--- config.mk ---
export PLATFORM = sky130hd
export DESIGN_NAME = mult_arbiter
export DESIGN_NICKNAME = d
export VERILOG_FILES = /design/src/rtl/mult_arbiter.sv
export SDC_FILE = /design/constraint.sdc
export NUM_CORES = 1
export LEC_CHECK = 0
export BUFFER_PORTS_ARGS = -buffer_cell sky130_fd_sc_hd__buf_2
export CORE_ASPECT_RATIO = 2
export CORE_MARGIN = 2
export CORE_UTILIZATION = 43
export DETAILED_ROUTE_END_ITERATION = 8
export PLACE_DENSITY_LB_ADDON = 0.08
export REMOVE_ABC_BUFFERS = 1
export SETUP_SLACK_MARGIN = 0.05
export SYNTH_ARGS = -nofsm -noshare
export SYNTH_HDL_FRONTEND = slang
export SYNTH_SLANG_ARGS = --single-unit
--- constraint.sdc ---
create_clock -name clk -period 1.5 [get_ports clk]
set_input_delay 0 -clock clk [delete_from_list [all_inputs] [get_ports clk]]
set_output_delay 0 -clock clk [all_outputs]
set_load 0.1 [all_outputs]
--- src/rtl/mult_arbiter.sv ---
// Round-robin arbiter sharing one multiplier core between two requesters.
// Latency: grant 1 cycle after request sample, rvalid >= 3 cycles; requests ignored while busy.
module mult_arbiter #(
    parameter int WIDTH   = 8,
    parameter int TIMEOUT = 64
) (
    input  logic                 clk,
    input  logic                 reset_n,
    input  logic                 req0,
    input  logic                 req1,
    input  logic [WIDTH-1:0]     a0,
    input  logic [WIDTH-1:0]     b0,
    input  logic [WIDTH-1:0]     a1,
    input  logic [WIDTH-1:0]     b1,
    output logic                 gnt0,
    output logic                 gnt1,
    output logic                 rvalid0,
    output logic                 rvalid1,
    output logic [2*WIDTH-1:0]   result,
    output logic                 timeout_err,
    output logic                 busy,
    output logic [WIDTH-1:0]     mult_a,
    output logic [WIDTH-1:0]     mult_b,
    output logic                 mult_start,
    input  logic                 mult_done,
    input  logic [2*WIDTH-1:0]   mult_res
);

    localparam int CW = (TIMEOUT > 2) ? $clog2(TIMEOUT) : 1;
    localparam logic [CW-1:0] CNT_MAX = CW'(TIMEOUT - 1);

    typedef enum logic [1:0] {
        IDLE  = 2'd0,
        START = 2'd1,
        BUSY  = 2'd2,
        RESP  = 2'd3
    } state_t;

    state_t             state_q, state_d;
    logic               owner_q, owner_d;
    logic               last_q, last_d;
    logic [CW-1:0]      cnt_q, cnt_d;
    logic               gnt0_q, gnt0_d;
    logic               gnt1_q, gnt1_d;
    logic               rvalid0_q, rvalid0_d;
    logic               rvalid1_q, rvalid1_d;
    logic [2*WIDTH-1:0] result_q, result_d;
    logic               terr_q, terr_d;
    logic               busy_q, busy_d;
    logic [WIDTH-1:0]   mult_a_q, mult_a_d;
    logic [WIDTH-1:0]   mult_b_q, mult_b_d;
    logic               start_q, start_d;
    logic               win1;

    // On a tie, the requester that was not served last wins.
    assign win1 = req1 & (~req0 | ~last_q);

    always_comb begin
        state_d   = state_q;
        owner_d   = owner_q;
        last_d    = last_q;
        cnt_d     = cnt_q;
        gnt0_d    = 1'b0;
        gnt1_d    = 1'b0;
        rvalid0_d = 1'b0;
        rvalid1_d = 1'b0;
        start_d   = 1'b0;
        result_d  = result_q;
        terr_d    = terr_q;
        busy_d    = busy_q;
        mult_a_d  = mult_a_q;
        mult_b_d  = mult_b_q;

        case (state_q)
            IDLE: begin
                busy_d = 1'b0;
                if (req0 || req1) begin
                    owner_d  = win1;
                    mult_a_d = win1 ? a1 : a0;
                    mult_b_d = win1 ? b1 : b0;
                    gnt0_d   = ~win1;
                    gnt1_d   = win1;
                    start_d  = 1'b1;
                    busy_d   = 1'b1;
                    state_d  = START;
                end
            end
            START: begin
                cnt_d   = '0;
                state_d = BUSY;
            end
            BUSY: begin
                if (mult_done) begin
                    result_d  = mult_res;
                    terr_d    = 1'b0;
                    rvalid0_d = ~owner_q;
                    rvalid1_d = owner_q;
                    state_d   = RESP;
                end else if (cnt_q == CNT_MAX) begin
                    result_d  = '0;
                    terr_d    = 1'b1;
                    rvalid0_d = ~owner_q;
                    rvalid1_d = owner_q;
                    state_d   = RESP;
                end else begin
                    cnt_d = cnt_q + 1'b1;
                end
            end
            RESP: begin
                last_d  = owner_q;
                busy_d  = 1'b0;
                state_d = IDLE;
            end
            default: state_d = IDLE;
        endcase
    end

    always_ff @(posedge clk) begin
        if (!reset_n) begin
            state_q   <= IDLE;
            owner_q   <= 1'b0;
            last_q    <= 1'b1;
            cnt_q     <= '0;
            gnt0_q    <= 1'b0;
            gnt1_q    <= 1'b0;
            rvalid0_q <= 1'b0;
            rvalid1_q <= 1'b0;
            result_q  <= '0;
            terr_q    <= 1'b0;
            busy_q    <= 1'b0;
            mult_a_q  <= '0;
            mult_b_q  <= '0;
            start_q   <= 1'b0;
        end else begin
            state_q   <= state_d;
            owner_q   <= owner_d;
            last_q    <= last_d;
            cnt_q     <= cnt_d;
            gnt0_q    <= gnt0_d;
            gnt1_q    <= gnt1_d;
            rvalid0_q <= rvalid0_d;
            rvalid1_q <= rvalid1_d;
            result_q  <= result_d;
            terr_q    <= terr_d;
            busy_q    <= busy_d;
            mult_a_q  <= mult_a_d;
            mult_b_q  <= mult_b_d;
            start_q   <= start_d;
        end
    end

    assign gnt0        = gnt0_q;
    assign gnt1        = gnt1_q;
    assign rvalid0     = rvalid0_q;
    assign rvalid1     = rvalid1_q;
    assign result      = result_q;
    assign timeout_err = terr_q;
    assign busy        = busy_q;
    assign mult_a      = mult_a_q;
    assign mult_b      = mult_b_q;
    assign mult_start  = start_q;

endmodule

==> impl_metrics.yaml <==
global_routing:
  grt_max_degree: 22
  grt_usage: 0.1966
  grt_pass1_vias: 2001
  grt_pass1_wl_um: 8680
  overflow: 0
  antenna_found_initial: 0
sta:
  max-slew-margin-rel: 0.5004
  tightest_slew_ps: 746.7
  fin_crit_ps: 1425
  rsz0062_at_grt: "true"
  fin_crit_sh: 0.9501
  fmax_ghz: 0.7016
  setup_viol: 0
  drv_slew: 0
  clock_skew_ps: 4.749
  fin_ws_ps: 74.78
  finalHoldViolCount: 0
synthesis:
  yosysUniqueCellTypes: 34
  dominantRegCellSynth: "dfxtp_1"
  ys.warnings.count: 0
  synth_edf_count: 0
  synth_area_leader_cell: "dfxtp_1"
  syn-cell-area_mm2: 0.002225
  ys_ff_latch: 49
  async_flop_share: 0
  syn_area_per_cell_um2: 9.548
  synth.area.top_cells: "dfxtp_1, mux2i_1, o21a_1"
  netlist_top_cells_count: "dfxtp_1, a21oi_1, mux2i_1"
  yosysMostFrequentCell: "dfxtp_1"
  synth_seq_area_share: 0.4409
  syn_inst: 233
  yosysTopAreaCellShare: 0.4409
cts:
  htree_levels: 2
  cts_sinks: 49
  cts_buffers: 5
  root_buffer: "clkbuf_8"
  cts_buffer_depth: 2
  cts_tree: "done"
  clkLatencyLatePin_ps: 290
  clk_pin_slew_ps: 90
routing:
  first_pass_iters: 4
  drt_iter0_markers: 45
  top_layer_used: "met4"
  dr_total_vias: 2076
  post-route-drc-count: 0
  wl_per_cell_um: 13.76
  met3_length_um: 275
  met1_length_um: 2361
  wl_um: 5571
  via_per_inst: 5.126
  drtAntennaViolNets: 0
  met2_length_um: 2883
cells_and_area:
  area_growth_pct: 41.28
  n_antenna_cell: 0
  nNetsFinal: 405
  fin_util: 0.6229
  drive_gt1_frac: 0.4092
placed_design:
  gp_congestion: 0.7415
  hpwl_um: 3558
  port_buffers: 91
  post-place-ws_ps: -261.4
power_and_ir_drop:
  p_per_area_mw_per_mm2: 1844
  peakVddDrop_v: 0.001460
  leakagePower_nw: 1.511
setup_path:
  cp-start-kind: "register"
  cp.arrival_ps: 1610
  r2r_setup_slack_ps: 70
  end_kind: "register"
  cp.required_ps: 1680
  cp_max_fo: 7
  worstSetupPathType: "register to register"
floorplan:
  die_h_um: 105.7
  io_pins: 92
  die_area_mm2: 0.005800
  start_util: 0.4409
  core_area_mm2: 0.005046
  rows: 37
  die_w_um: 54.86
min_path:
  hp-class: "primary input to register"
run_status:
  outcome: "finished clean"
run:
  max-cap-violations: 0
sequential cells by signal, indices dropped and copies added (netlist names):
name         cells
timeout_err      1
cnt_q            6
state_q          2
rvalid1          1
mult_a           8
gnt1             1
owner_q          1
busy             1
mult_start       1
result          16
mult_b           8
last_q           1
gnt0             1
rvalid0          1
layer usage:
| metal | track usage | up-vias |
|---|---|---|
| met5 | 0 | - |
| met4 | 0.05357 | 0 |
| met3 | 0.03824 | 4 |
| met2 | 0.3333 | 63 |
| met1 | 0.2404 | 948 |
| li1 | - | 1061 |
cell type report:
class / count / area, um2
multi-input combinational: 163 / 1241
inverter: 5 / 18.77
tap: 58 / 72.57
fill: 462 / 1903
sequential: 49 / 984.7
clock buffer: 6 / 72.57
clock inverter: 2 / 10.01
timing repair buffer: 122 / 743.2
placed cells by master (no fill, tap or decap), types with 7 or more instances in the layout:
cell type      count
dlygate4sd3_1     14
buf_2             91
o21ai_0           17
nor2_1             8
a21oi_1           20
o21a_1            15
and3_1            15
mux2i_1           20
dfxtp_1           46
nand2_1           11
a21boi_1           7
a21boi_2           9
buf_4             14
power by group:
group          total, mW  switching (mW)  leakage, nW  internal, mW
clock              0.741           0.417       0.0450         0.324
combinational       3.35            2.49         1.06         0.853
sequential          1.71           0.132        0.402          1.58
total               5.80            3.04         1.51          2.75
metrics by stage:
stage          TNS, ps  hold WS, ps  cells  total power [mW]  cell area [um2]
2_1_floorplan   -15410        61.94    215             4.163             2132
3_3_place_gp     -2684        285.7    377             4.804             2776
3_5_place_dp     -3997        293.6    377             4.846             2776
4_1_cts              0        1.349    400             5.720             3037
5_1_grt         -43.50        5.466    405             6.122             3143
6_report             0       0.3094    405             5.797             3143
cell families (layout without fill, tap and decap cells):
logic type / count (synthesis) / count (layout) / synth area share
muxes: 20 / 20 / 0.08999
DFF: 49 / 49 / 0.4409
and+or+nand+nor: 54 / 55 / 0.1277
adders and majority gates: 6 / 6 / 0.03374
AOI/OAI and AO/OA: 81 / 82 / 0.2576
buffers and inverters: 23 / 135 / 0.05005
final timing paths:
| path | startpoint | depth (start not counted) | end |
|---|---|---|---|
| worst max-delay path | state_q[0]$_SDFFE_PN0P_ | 7 | cnt_q[4]$_SDFFE_PN0P_ |
| worst min-delay path | b0[4] | 3 | mult_b[4]$_SDFFE_PN0P_ |
| worst max register to register | state_q[0]$_SDFFE_PN0P_ | 7 | cnt_q[4]$_SDFFE_PN0P_ |
| worst min register to register | owner_q$_SDFFE_PN0P_ | 1 | rvalid0$_SDFF_PN0_ |
what timing repair did:
item / in CTS / in global routing
hold buffers: 14 / 0
buffers inserted: 0 / 4
setup endpoints to repair: 39 / 40
cloned: 1 / 1
pin swaps: 2 / 4
hold endpoints to repair: 8 / 0
resized for setup: 7 / 14
worst max-delay path: stages, from the launching register on:
cell      delay, ps
dfxtp_2         330
inv_2            60
buf_6           100
ha_4            190
nor2b_4         210
nand4_1         150
nor3_1          200
a211oi_1         80
No activity file was read; power rests on OpenSTA's default activity.
